<file path="src/rtl/cpu_control.sv">
// Multi-cycle control sequencer: fetch handshake, decode pulse, MUL/stack stalls,
// and the register-file / PC / SP strobes for the CPU core.
module cpu_control #(
  parameter int MUL_CYCLES = 2,
  parameter int CNT_W      = 4
) (
  input  logic       clk,
  input  logic       rst_n,
  input  logic [7:0] inst_lo,
  input  logic       mem_ready,
  input  logic       resume,
  output logic       mem_req,
  output logic       mem_we,
  output logic       mem_addr_sel,
  output logic       ir_load,
  output logic       pc_inc,
  output logic       decode_en,
  output logic       rf_write_en,
  output logic       sp_push,
  output logic       sp_pop,
  output logic       halted,
  output logic [2:0] state_dbg
);

  typedef enum logic [2:0] {
    S_RESET    = 3'd0,
    S_FETCH    = 3'd1,
    S_DECODE   = 3'd2,
    S_EXEC     = 3'd3,
    S_MUL_WAIT = 3'd4,
    S_MEM      = 3'd5,
    S_WB       = 3'd6,
    S_HALT     = 3'd7
  } state_t;

  state_t           state, state_next;
  logic [CNT_W-1:0] cnt, cnt_next;
  logic             push_op, push_op_next;  // remembers PUSH vs POP across the MEM stall

  logic [1:0] t;
  logic [2:0] op;
  logic [5:0] f;

  assign t  = inst_lo[1:0];
  assign op = inst_lo[4:2];
  assign f  = inst_lo[7:2];

  assign state_dbg = state;

  // NOTE: sequential state uses non-blocking assignments so every flop samples pre-edge values.
  always_ff @(posedge clk or negedge rst_n) begin
    if (!rst_n) begin
      state   <= S_RESET;
      cnt     <= '0;
      push_op <= 1'b0;
    end else begin
      state   <= state_next;
      cnt     <= cnt_next;
      push_op <= push_op_next;
    end
  end

  always_comb begin
    // NOTE: every output and next-state value gets a default first, so no path infers a latch.
    state_next   = state;
    cnt_next     = cnt;
    push_op_next = push_op;
    mem_req      = 1'b0;
    mem_we       = 1'b0;
    mem_addr_sel = 1'b0;
    ir_load      = 1'b0;
    pc_inc       = 1'b0;
    decode_en    = 1'b0;
    rf_write_en  = 1'b0;
    sp_push      = 1'b0;
    sp_pop       = 1'b0;
    halted       = 1'b0;

    case (state)
      S_RESET: state_next = S_FETCH;

      S_FETCH: begin
        mem_req = 1'b1;
        if (mem_ready) begin
          ir_load    = 1'b1;
          pc_inc     = 1'b1;
          state_next = S_DECODE;
        end
      end

      S_DECODE: begin
        decode_en  = 1'b1;
        state_next = S_EXEC;
      end

      S_EXEC: begin
        case (t)
          2'b01: begin
            case (op)
              3'b000: begin
                push_op_next = 1'b1;
                state_next   = S_MEM;
              end
              3'b001: begin
                push_op_next = 1'b0;
                state_next   = S_MEM;
              end
              3'b111: begin
                cnt_next   = CNT_W'(MUL_CYCLES - 1);
                state_next = S_MUL_WAIT;
              end
              default: state_next = S_WB;
            endcase
          end
          2'b10: state_next = S_WB;
          2'b11: begin
            // Only the four shift/transfer forms are legal; anything else retires silently.
            if (f == 6'h20 || f == 6'h21 || f == 6'h30 || f == 6'h31) state_next = S_WB;
            else state_next = S_FETCH;
          end
          default: begin
            if (f == 6'h3F) state_next = S_HALT;
            else state_next = S_FETCH;
          end
        endcase
      end

      S_MUL_WAIT: begin
        if (cnt == '0) state_next = S_WB;
        else cnt_next = cnt - 1'b1;
      end

      S_MEM: begin
        mem_req      = 1'b1;
        mem_addr_sel = 1'b1;
        mem_we       = push_op;
        if (mem_ready) begin
          if (push_op) begin
            sp_push    = 1'b1;
            state_next = S_FETCH;
          end else begin
            sp_pop     = 1'b1;
            state_next = S_WB;
          end
        end
      end

      S_WB: begin
        rf_write_en = 1'b1;
        state_next  = S_FETCH;
      end

      S_HALT: begin
        halted = 1'b1;
        if (resume) state_next = S_FETCH;
      end

      default: state_next = S_RESET;
    endcase
  end

endmodule

</file>
<file path="config.mk">
export PLATFORM = sky130hd
export DESIGN_NAME = cpu_control
export DESIGN_NICKNAME = d
export VERILOG_FILES = /design/src/rtl/cpu_control.sv
export SDC_FILE = /design/constraint.sdc
export NUM_CORES = 1
export LEC_CHECK = 0
export BUFFER_PORTS_ARGS = -buffer_cell sky130_fd_sc_hd__buf_2
export CORE_MARGIN = 8
export CORE_UTILIZATION = 45
export CTS_BUF_LIST = sky130_fd_sc_hd__clkbuf_4
export DETAILED_ROUTE_END_ITERATION = 10
export PLACE_DENSITY = 0.82
export SETUP_SLACK_MARGIN = 0.3
export SYNTH_ARGS = -nofsm -noshare
export SYNTH_HDL_FRONTEND = slang
export SYNTH_SLANG_ARGS = --single-unit
</file>
<file path="constraint.sdc">
create_clock -name clk -period 3.66 [get_ports clk]
set_input_delay 0.732 -clock clk [delete_from_list [all_inputs] [get_ports clk]]
set_output_delay 0.732 -clock clk [all_outputs]
set_load 0.02 [all_outputs]
</file>
# [Word-level counts from Yosys, hierarchy flattened]
# Index checks and enable logic that the tools add are counted.
[op_classes] mux=29 order_cmp=0 div_mod_pow=0 multipliers=0 n_addsub=1 n_reduce_logical=14 n_bitwise=0 shift=0 n_eq_ne=24
[ops] operator="6-bit equality test (second input constant)" count=5
[ops] operator="3-bit 2-to-1 mux" count=7
[ops] operator="3-bit one-hot mux with 7 select lines" count=1
[ops] operator="3-bit equality test (second input constant)" count=5
[ops] operator="1-bit 2-to-1 mux" count=14
[ops] operator="4-bit 2-to-1 mux" count=3
[ops] operator="2-bit != test (second input constant)" count=6
[ops] operator="3-bit one-hot mux with 3 select lines" count=1
[ops] operator="4-bit one-hot mux with 2 select lines" count=1
[ops] operator="4-bit AND reduction" count=2
[ops] operator="3-bit by 1-bit equality test with 1-bit output (second input constant)" count=2
[ops] operator="3-bit by 2-bit equality test with 1-bit output (second input constant)" count=2
[ops] operator="3-bit zero test" count=2
[ops] operator="2-bit OR reduction" count=3
[ops] operator="2-bit equality test (second input constant)" count=2
[ops] operator="4-bit zero test" count=1
[ops] operator="2-bit one-hot mux with 2 select lines" count=1
[ops] operator="2-bit nonzero test" count=2
[ops] operator="4-bit by 1-bit subtractor with 4-bit output (second input constant)" count=1
[ops] operator="1-bit logical OR" count=3
[ops] operator="3-bit AND reduction" count=1
[ops] operator="2-bit by 1-bit equality test with 1-bit output (second input constant)" count=1
[ops] operator="2-bit by 1-bit != test with 1-bit output (second input constant)" count=1
[ops] operator="1-bit one-hot mux with 2 select lines" count=1
[totals] register_bits=8 n_memories=0 output_inout_bits=13 romBits=0 inputBits=12 word_cells=71 latchBits=0 ramBits=0

# [Logic depth before layout (Yosys ltp)]
# Gate-level depths: netlist of the first run.
[depth] word_depth=7 mapped_depth=6 ltp_nobuf=6

# [Least setup slack after synthesis of the first run]
# Ideal clock, no wire load.
[synth_path] path_type="reg-to-output" from="register state[0], in the netlist state_dbg[0]" to="output sp_pop" slack_ns=1.075 stages_incl_launch_ff=6 t_required_ns=2.928 path_buffers=1 arrival_time_ns=1.853 path_cell_list="dfrtp_1 -> clkbuf_1 -> nor2b_1 -> and2_1 -> nand2_1 -> nor2_1"
[synth_via] elab_chain_cells=2
[synth_lines] item="from (decl)" line="36" text="state_t state, state_next;"
[synth_lines] item="from (signal assigned)" line="57" text="state <= state_next;"
[synth_lines] item="3-bit equality test" line="79" text="case (state)"
[synth_lines] item="1-bit 2-to-1 mux" line="79"
[synth_lines] item="to (decl)" line="20" text="output logic sp_pop,"
# No other way between the ends.

# [Worst setup path after layout of the first run]
# Ends and elaborated chain as after synthesis.

==> results.md, run 1 <==
- Clock Skew: 0.000299 ns
- Switch share: 0.482
- Slowest cell on the critical path: dfrtp_1
- CP startpoint kind: flip-flop
- Die outline height: 52.7 um
- First drt pass iteration count: 4
- RR Endpoint: cnt[0]
- Period Utilization, post-route: 0.608
- Largest net degree at the start of global routing: 14
- Seq/Total Area, Yosys: 0.331
- CP Data Required Time: 2.93 ns
- Standard-cell rows: 13
- Synth Flop Type: dfrtp_1
- Synth Net Count: 90
- Synth cell types: 30
- Final Critical Period: 2.23 ns
- Fmax: 449 MHz
- Worst-path maximum fanout: 11
- Gr ovfl total: 0
- Via/cell ratio: 5.68
- Die ar.: 2780 um2
- Routed length per placed instance: 13.0 um
- Post-CTS setup buffer count: 0
- Post-cts sizing count: 0
- Most common cell in the netlist: nor2_1
- RR Startpoint: cnt[0]
- Number of port buffers: 24
- Sequential Power Share: 0.361
- # hold bufs at CTS: 0
- Cell count after synthesis: 76
- Pint: 0.297 mW
- Detail Route Antenna Nets: 0
- Vias: 647
- Synth Warn #: 0
- Final nets: 115
- Share of cells above drive strength 1: 0.293
- Final Max Tran Viols: 0
- Crit path DAT: 1.49 ns
- RSZ-0062 raised after global routing: no
- R2R setup slack: 2.05 ns
- Final Hold Viols: 0
- Clock Power Share: 0.109
- GPL Wtd Cong: 0.822
- Maxcap violations: 0
- Critical Path End Type: output port
- CTS buffer count: 3
- Post-Route Setup TNS: 0 ns
- Clock root cell: clkbuf_4
- FF-to-FF path depth: 6
- Async S/R FF share, synth: 1.00
- Post-synth top area share: 0.331
- Fillcell total: 128
- Synth area leaders: dfrtp_1, nor2_1, ha_1, nor3_1, nand2_1
- Run status: completed
- Worst-path clk slew: 0.05 ns
- Global-route wire length before repair: 2680 um
- Peak supply drop: 0.270 mV
- Worst hold path class: primary input to asynchronous set/reset pin
- Die width: 52.7 um
- H-tree levels: 1
- Worst-case clock buffer depth: 2
- Worst setup path category: flip-flop to output port
- I/O pin cnt: 25
- Number of synthesized register bits: 8
- Comb pwr share: 0.530
- Leakage: 0.363 nW
- Vias in the first global route: 618
- Yosys top cell by area: dfrtp_1
- Area of the multi-input gates: 375 um2
- EDFF count, synth: 0
- Register area: 200 um2
- # diodes: 0
- Mapped Area: 606 um2
- Top cells by count, synth: nor2_1, dfrtp_1, nand2_1
- DRC violations left: 0
- Max-slew headroom: 0.674
- Least-Margin Pin Slew: 0.486 ns
- Cell chain of the critical path: nor2b_1 > and2_1 > nand2_1 > nor2_1 > buf_2
- Final hold slack: 0.317 ns
- Worst skew pair latency: 0.24 ns
- Aggregate routed wire length: 1490 um
- Switch Pwr: 0.276 mW
- Post-Syn Area per Cell: 7.97 um2
- Initial antenna violation count: 0
- Core Area: 1280 um2
- Initial Util: 0.471
- Post-detail-place hpwl: 1220 um
- Iteration-0 DRC Markers: 12
- Fin util: 0.582
- Power Dens Cells: 766 nW/um2
- Clk sinks: 8
- Final setup violation count: 0
- Area Growth Syn to Fin: 23.6%
- Total GRT Usage: 0.121
- TritonCTS clock tree: done
- Max incr delay on CP: 0.53 ns
-- placed cells by master (no fill, tap or decap), drive strengths merged, types with 2 or more instances in the layout --
cell    instances
buf            24
nor2           10
dfrtp           8
nand2           6
nor3            5
a21oi           4
nand3           4
o21ai           4
inv             3
and2            3
nor3b           3
clkbuf          3
nor2b           2
and3b           2
xor2            2
ha              2
-- worst max-delay path by stage --
stage,start,to,cells past startpoint
2_1_floorplan,state_dbg[0],sp_pop,5
3_3_place_gp,inst_lo[3],state_dbg[0],5
3_5_place_dp,inst_lo[3],state_dbg[0],5
4_1_cts,state_dbg[0],sp_pop,5
5_1_grt,state_dbg[0],sp_pop,5
6_report,state_dbg[0],sp_pop,5
-- per-stage QoR --
step / instances / power [mW] / setup slack, ns / instance area [um2]
2_1_floorplan: 76 / 0.420 / 1.07 / 606
3_3_place_gp: 111 / 0.498 / 1.63 / 726
3_5_place_dp: 111 / 0.511 / 1.59 / 726
4_1_cts: 114 / 0.576 / 1.42 / 748
5_1_grt: 114 / 0.628 / 1.27 / 748
6_report: 114 / 0.573 / 1.43 / 748
-- power by group through the flow --
| stage | Clock, mW | Combinational (mW) | Sequential (mW) |
|---|---|---|---|
| 2_1_floorplan | 0 | 0.236 | 0.184 |
| 3_3_place_gp | 0 | 0.293 | 0.205 |
| 3_5_place_dp | 0 | 0.303 | 0.208 |
| 4_1_cts | 0.0647 | 0.306 | 0.206 |
| 5_1_grt | 0.0710 | 0.338 | 0.218 |
| 6_report | 0.0622 | 0.304 | 0.207 |
-- kinds of logic after synthesis --
group	synth area share
and+or+nand+nor	0.409
AOI/OAI and AO/OA	0.141
DFF	0.331
buffers and inverters	0.0496
xor gates and xnor gates	0.0289
adders and majority gates	0.0413
-- worst max-delay path: cells and delay by family (launching register included) --
kind | cells | cell delay (ns)
AND/OR/NAND/NOR | 4 | 0.56
buffers and inverters | 1 | 0.17
flip-flops | 1 | 0.53
-- final cells by class --
type,count,share of cell area
sequential,8,0.268
clock buffer,3,0.0301
multi-input combinational,61,0.502
timing repair buffer,24,0.161
inverter,3,0.0151
tap,15,0.0251
-- registers in the layout, indices dropped and copies added, names as in the netlist --
name       count
cnt            4
push_op        1
state_dbg      3
-- per-layer routing --
metal,GRT usage,up-vias,share of wire,wire length (um)
met2,0.188,27,0.49,727
met1,0.147,295,0.42,628
li1,-,321,-,-
met3,0.0341,4,0.071,105
met4,0.0647,0,0.016,24
met5,0,-,0,0
(Power assumes the default switching activity.)
==> run 2, diff against run 1 <==
==> constraint.sdc (replaced) <==
create_clock -name clk -period 2.25 [get_ports clk]
set_input_delay 0.45 -clock clk [delete_from_list [all_inputs] [get_ports clk]]
set_output_delay 0.45 -clock clk [all_outputs]
set_load 0.02 [all_outputs]
==> run 2 against run 1 <==
Net effect: routed wire length grew 3.2%; sequential cell count did not move; worst hold slack got worse by 0.29 ns; register-to-register slack worse by 1.4 ns; utilization up 0.97 points; final cell count stayed put; setup slack got worse by 0.99 ns; sequential power up 68%; clock skew is 0.0057 ns higher; die area is the same; first-iteration DRC count is 25% lower; clock power increased by 69%; critical path type unchanged; critical endpoint is now sp_push.
==> results.md, run 2 (synthesized netlist as in run 1, its figures left out) <==
- Gr ovfl total: 0 (unchanged)
- Final setup violation count: 0 (unchanged)
- Post-CTS setup buffer count: 0 (unchanged)
- Post-detail-place hpwl: 1240 um (was 1220 um)
- Max-slew headroom: 0.665 (was 0.674)
- Critical Path End Type: output port (unchanged)
- Post-route cell area: 761 um2 (was 748 um2)
- Commonest cells after routing, fill and taps aside: buf_2, nor2_1, nand2_1, dfrtp_1, nor3_1 (was buf_2, nor2_1, dfrtp_1)
- Period Utilization, post-route: 0.803
- Post-Route Setup TNS: 0 ns (unchanged)
- Maxcap violations: 0 (unchanged)
- Die ar.: 2780 um2 (unchanged)
- Final nets: 115 (unchanged)
- Register bank with the most flops: cnt (unchanged)
- Peak supply drop: 0.597 mV (was 0.270 mV)
- Met1 WL: 698 um (was 628 um)
- Leakage: 0.367 nW (was 0.363 nW)
- Setup ws final: 0.444 ns (was 1.43 ns)
- Aggregate routed wire length: 1530 um (was 1490 um)
- GPL Wtd Cong: 0.791 (was 0.822)
- Final hold slack: 0.0269 ns (was 0.317 ns)
- I/O pin cnt: 25 (unchanged)
- Least-Margin Pin Slew: 0.499 ns (was 0.486 ns)
- H-tree levels: 1 (unchanged)
- Power Dens Cells: 1260 nW/um2 (was 766 nW/um2)
- CP Data Required Time: 1.80 ns (was 2.93 ns)
- Placed Area: 736 um2 (was 726 um2)
- RR Endpoint: cnt[0] (unchanged)
- Worst-path clk slew: 0.05 ns (about the same)
- Via/cell ratio: 5.53 (was 5.68)
- Fmax: 554 MHz
- Standard-cell rows: 13 (unchanged)
- Clock Skew: 0.00600 ns (was 0.000299 ns)
- Vias in the first global route: 624 (was 618)
- Area Growth Syn to Fin: 25.6% (was 23.6%)
- Vias: 630 (was 647)
- Worst-case clock buffer depth: 2 (unchanged)
- RSZ-0062 raised after global routing: no (unchanged)
- TritonCTS clock tree: done (unchanged)
- Global-route wire length before repair: 2650 um (was 2680 um)
- Run status: completed (unchanged)
- R2R setup slack: 0.68 ns (was 2.05 ns)
- Uppermost layer routed: met3 (was met4)
- Worst-path maximum fanout: 11 (unchanged)
- Initial Util: 0.471 (unchanged)
- Clock root cell: clkbuf_4 (unchanged)
- Detail Route Antenna Nets: 0 (unchanged)
- Pre-CTS setup slack: 0.474 ns (was 1.59 ns)
- Max reg flops: 4 (unchanged)
- Total GRT Usage: 0.122 (was 0.121)
- # diodes: 0 (unchanged)
- Die outline height: 52.7 um (unchanged)
- Worst hold path class: primary input to asynchronous set/reset pin (unchanged)
- Die width: 52.7 um (unchanged)
- Clk sinks: 8 (unchanged)
- # hold bufs at CTS: 0 (unchanged)
- Iteration-0 DRC Markers: 9 (was 12)
- Worst skew pair latency: 0.25 ns (was 0.24 ns)
- CP startpoint kind: flip-flop (unchanged)
- First drt pass iteration count: 4 (unchanged)
- Number of port buffers: 24 (unchanged)
- Routed length per placed instance: 13.5 um (was 13.0 um)
- Largest net degree at the start of global routing: 14 (unchanged)
- CTS buffer count: 3 (unchanged)
- Post-cts sizing count: 0 (unchanged)
- Core Area: 1280 um2 (unchanged)
- DRC violations left: 0 (unchanged)
- Final Hold Viols: 0 (unchanged)
- Met2 wire len: 765 um (was 727 um)
- Routed met3 length: 69 um (was 105 um)
- FF-to-FF path depth: 6 (unchanged)
- Final Critical Period: 1.81 ns
- Worst setup path category: flip-flop to output port (unchanged)
- Commonest non-fill, non-tap cell in the layout: buf_2 (unchanged)
- Fin util: 0.592 (was 0.582)
- RR Startpoint: cnt[0] (unchanged)
- Share of cells above drive strength 1: 0.333 (was 0.293)
- Final Max Tran Viols: 0 (unchanged)
- Crit path DAT: 1.36 ns (was 1.49 ns)
- Initial antenna violation count: 0 (unchanged)
==> run 2: final cells by class <==
type,count,area [um2]
clock buffer,3,22.5
tap,15,18.8
sequential,8,203
multi-input combinational,61,385
fill,123,524
inverter,3,11.3
timing repair buffer,24,120
==> run 2: where the power goes <==
part	total, mW	internal, mW	switching (mW)
registers	0.348	0.219	0.128
clock network	0.105	0.0608	0.0447
logic	0.504	0.216	0.287
==> run 2: critical path, cell delays in order, from the launching register on <==
cell     delay, ns
dfrtp_2       0.47
nor2b_4       0.16
and3_1        0.19
and2_1        0.14
buf_2         0.15
==> run 2: how the worst max path moves through the flow <==
| stage | start | endpoint | slack [ns] | cells after the start |
|---|---|---|---|---|
| 6_report | state_dbg[0] | sp_push | 0.44 | 4 |
| 5_1_grt | state_dbg[0] | sp_pop | 0.33 | 5 |
| 4_1_cts | state_dbg[0] | sp_push | 0.34 | 4 |
| 3_5_place_dp | inst_lo[3] | state_dbg[1] | 0.47 | 5 |
| 3_3_place_gp | inst_lo[3] | state_dbg[0] | 0.50 | 5 |
| 2_1_floorplan | state_dbg[0] | sp_push | 0.33 | 4 |
==> run 2: through the flow <==
step	cells	power, mW
global route	114	1.04
finish	114	0.957
global placement	111	0.828
floorplan	76	0.703
detailed placement	111	0.847
CTS	114	0.957
==> run 2: routing by layer <==
| layer | GRT usage | up-vias |
|---|---|---|
| met5 | 0 | - |
| met4 | 0.0733 | 0 |
| met3 | 0.0227 | 0 |
| met2 | 0.194 | 18 |
| met1 | 0.148 | 295 |
| li1 | - | 317 |
==> run 3, diff against run 2 <==
--- a/config.mk
+++ b/config.mk
@@ -5,12 +5,13 @@
 export SDC_FILE = /design/constraint.sdc
 export NUM_CORES = 1
 export LEC_CHECK = 0
+export ABC_AREA = 1
 export BUFFER_PORTS_ARGS = -buffer_cell sky130_fd_sc_hd__buf_2
 export CORE_MARGIN = 8
 export CORE_UTILIZATION = 45
 export CTS_BUF_LIST = sky130_fd_sc_hd__clkbuf_4
 export DETAILED_ROUTE_END_ITERATION = 10
-export PLACE_DENSITY = 0.82
+export PLACE_DENSITY = 0.8
 export SETUP_SLACK_MARGIN = 0.3
 export SYNTH_ARGS = -nofsm -noshare
 export SYNTH_HDL_FRONTEND = slang
==> constraint.sdc (replaced) <==
create_clock -name clk -period 1.7 [get_ports clk]
set_input_delay 0.34 -clock clk [delete_from_list [all_inputs] [get_ports clk]]
set_output_delay 0.34 -clock clk [all_outputs]
set_load 0.02 [all_outputs]
==> run 3 against run 2 <==
Net effect: via count grew 38%; register-to-register slack lost 0.57 ns; first-iteration DRC count grew to 3.1 times the previous value; total power grew 95%; die area grew 8.4%; critical path type unchanged; critical endpoint unchanged; largest cell class unchanged; highest routed layer is now met4.
==> results.md, run 3 <==
- Crit path DAT: 1.26 ns (was 1.36 ns)
- Worst setup path category: flip-flop to output port (unchanged)
- Peak supply drop: 0.903 mV (was 0.597 mV)
- H-tree levels: 1 (unchanged)
- Synth Flop Type: dfrtp_1 (unchanged)
- Die outline height: 54.9 um (was 52.7 um)
- Mux contribution to synthesized area: 0 (unchanged)
- Power Dens Cells: 1660 nW/um2 (was 1260 nW/um2)
- Pre-CTS setup slack: 0.295 ns (was 0.474 ns)
- Gr ovfl total: 0 (unchanged)
- Final setup violation count: 0 (unchanged)
- Fin util: 0.769 (was 0.592)
- RR Endpoint: state_dbg[1] (was cnt[0])
- Final hold slack: 0.331 ns (was 0.0269 ns)
- Die ar.: 3010 um2 (was 2780 um2)
- Cell chain of the critical path: inv_4 > nand2_4 > nor2_4 > nand2_4 > nor2_4 > buf_6 (was nor2b_4 > and3_1 > and2_1 > buf_2)
- Clock Skew: 0.00567 ns (was 0.00600 ns)
- Least-Margin Pin Slew: 0.269 ns (was 0.499 ns)
- Iteration-0 DRC Markers: 28 (was 9)
- Simple-Gate Fraction of Synth Area: 0.409 (about the same)
- Async S/R FF share, synth: 1.00 (unchanged)
- Max reg flops: 4 (unchanged)
- Area Growth Syn to Fin: 64.6% (was 25.6%)
- Worst-path clk slew: 0.05 ns (about the same)
- EDFF count, synth: 0 (unchanged)
- Largest net degree at the start of global routing: 9 (was 14)
- Mapped Area: 679 um2 (was 606 um2)
- Yosys top cell by area: dfrtp_1 (unchanged)
- Commonest cells after routing, fill and taps aside: nand2_1, inv_1, buf_2 (was buf_2, nor2_1, nand2_1, dfrtp_1, nor3_1)
- Critical Path End Type: output port (unchanged)
- Top cells by count, synth: nand2_1, inv_1, nor2_1 (was nor2_1, dfrtp_1, nand2_1)
- First drt pass iteration count: 4 (unchanged)
- Global-route wire length before repair: 3360 um (was 2650 um)
- CP Data Required Time: 1.36 ns (was 1.80 ns)
- # diodes: 0 (unchanged)
- Clock root cell: clkbuf_4 (unchanged)
- Initial antenna violation count: 0 (unchanged)
- Via/cell ratio: 5.36 (was 5.53)
- I/O pin cnt: 25 (unchanged)
- Compound-Gate Fraction of Synth Area: 0.0921 (was 0.140)
- FF-to-FF path depth: 9 (was 6)
- DRC violations left: 0 (unchanged)
- Number of synthesized register bits: 8 (unchanged)
- Final nets: 161 (was 115)
- Synth Net Count: 119 (was 90)
- Final Max Tran Viols: 0 (unchanged)
- Routed length per placed instance: 16.4 um (was 13.5 um)
- Worst skew pair latency: 0.26 ns (was 0.25 ns)
- Share of cells above drive strength 1: 0.479 (was 0.333)
- Worst-case clock buffer depth: 2 (unchanged)
- Synth Area in Adders: 0.0368 (was 0.0413)
- Pwr Total: 1.86 mW (was 0.957 mW)
- Detail Route Antenna Nets: 0 (unchanged)
- Max-slew headroom: 0.819 (was 0.665)
- Core Area: 1450 um2 (was 1280 um2)
- Final Critical Period: 1.60 ns
- Slowest cell on the critical path: dfrtp_2 (unchanged)
- Worst-path maximum fanout: 3 (was 11)
- Total GRT Usage: 0.151 (was 0.122)
- Final Hold Viols: 0 (unchanged)
- Register bank with the most flops: cnt (unchanged)
- Hold path depth: 2
- Cell count after synthesis: 105 (was 76)
- RR Startpoint: state_dbg[2] (was cnt[0])
- Leakage: 0.624 nW (was 0.367 nW)
- Vias in the first global route: 837 (was 624)
- Run status: completed (unchanged)
- Largest family of logic cells by synthesized area: simple AND/OR/NAND/NOR gates (unchanged)
- Synth area leaders: dfrtp_1, nand2_1, inv_1, nand3_1, nor2_1 (was dfrtp_1, nor2_1, ha_1, nor3_1, nand2_1)
- Hold_sp: inst_lo[2]
- Post-synth top area share: 0.295 (was 0.331)
- Synth cell types: 22 (was 30)
- Maxcap violations: 0 (unchanged)
- Post-Route Setup TNS: 0 ns (unchanged)
- Worst Hold End: push_op
- Most common cell in the netlist: nand2_1 (was nor2_1)
- Post-detail-place hpwl: 1420 um (was 1240 um)
- Fillcell total: 96 (was 123)
- Post-Syn Area per Cell: 6.47 um2 (was 7.97 um2)
- Clk sinks: 8 (unchanged)
- Setup ws final: 0.0971 ns (was 0.444 ns)
- Die width: 54.9 um (was 52.7 um)
- Crit-path leading delay family: flip-flops (was simple AND/OR/NAND/NOR gates)
- RSZ-0062 raised after global routing: yes (was no)
- Synth Warn #: 0 (unchanged)
- Max incr delay on CP: 0.42 ns (was 0.47 ns)
- Vias: 868 (was 630)
- R2R setup slack: 0.11 ns (was 0.68 ns)
- Aggregate routed wire length: 2660 um (was 1530 um)
- Initial Util: 0.467 (was 0.471)
- CTS buffer count: 3 (unchanged)
- GPL Wtd Cong: 0.884 (was 0.791)
- Seq/Total Area, Yosys: 0.295 (was 0.331)
- Number of port buffers: 24 (unchanged)
- CP startpoint kind: flip-flop (unchanged)
- Standard-cell rows: 14 (was 13)
- XOR/XNOR Fraction of Synth Area: 0.0129 (was 0.0289)
- TritonCTS clock tree: done (unchanged)
- Commonest non-fill, non-tap cell in the layout: nand2_1 (was buf_2)
- Fmax: 624 MHz
- Worst hold path class: primary input to flip-flop (was primary input to asynchronous set/reset pin)
- Period Utilization, post-route: 0.943
- Buf/Inv on CP: 2 (was 1)
==> run 3: changes by cell type in the layout (fill, tap and decap cells not counted), moves of 9 or more <==
cell / change
buf_2: -9
buf_6: +12
inv_1: +12
nand2_1: +16
buf_4: +12
==> run 3: layout make-up <==
type,count,area (um2),area share
Inverter,20,82.6,0.0738
Tap cell,16,20.0,0.0179
Clock buffer,4,30.0,0.0268
Sequential cell,8,204,0.182
Multi-Input combinational cell,74,472,0.422
Timing Repair Buffer,40,310,0.277
==> run 3: routing by layer <==
layer / GRT usage / wire (um) / vias up
li1: - / - / 411
met1: 0.139 / 921 / 407
met2: 0.300 / 1470 / 40
met3: 0.0272 / 185 / 10
met4: 0.0779 / 91 / 0
met5: 0 / 0 / -
==> run 3: how the worst max path moves through the flow <==
stage,from,cells past startpoint,slack (ns),endpoint
floorplan,state_dbg[1],5,0.28,sp_push
global placement,state_dbg[1],6,0.34,sp_push
detailed placement,state_dbg[1],6,0.30,sp_push
CTS,state_dbg[1],6,0.14,sp_push
global route,state_dbg[0],5,0.05,sp_push
finish,state_dbg[1],6,0.1,sp_push
==> run 3: power breakdown <==
group | internal (mW) | switching (mW) | leakage (nW) | total [mW]
registers | 0.283 | 0.102 | 0.0963 | 0.385
clock network | 0.106 | 0.0677 | 0.0184 | 0.174
logic | 0.537 | 0.766 | 0.510 | 1.30
==> run 3: kinds of logic (layout without fill, tap and decap cells) <==
| family | after synthesis | after routing |
|---|---|---|
| buf+inv | 23 | 64 |
| simple gates | 59 | 59 |
| xor+xnor | 1 | 1 |
| fa+ha+maj | 2 | 2 |
| flops | 8 | 8 |
| compound gates | 12 | 12 |
==> run 3: timing repair <==
item,in CTS,in global routing
hold buffers,1,0
endpoints found under the hold margin,8,0
setup endpoints to repair,10,18
pin swaps,4,11
setup buffers,10,5
resized for setup,17,25
==> run 3: through the flow <==
stage	instances	cell area, um2
after global routing	162	1120
after CTS	157	993
after global placement	142	823
after floorplan	105	717
final	162	1120
after detailed placement	142	823
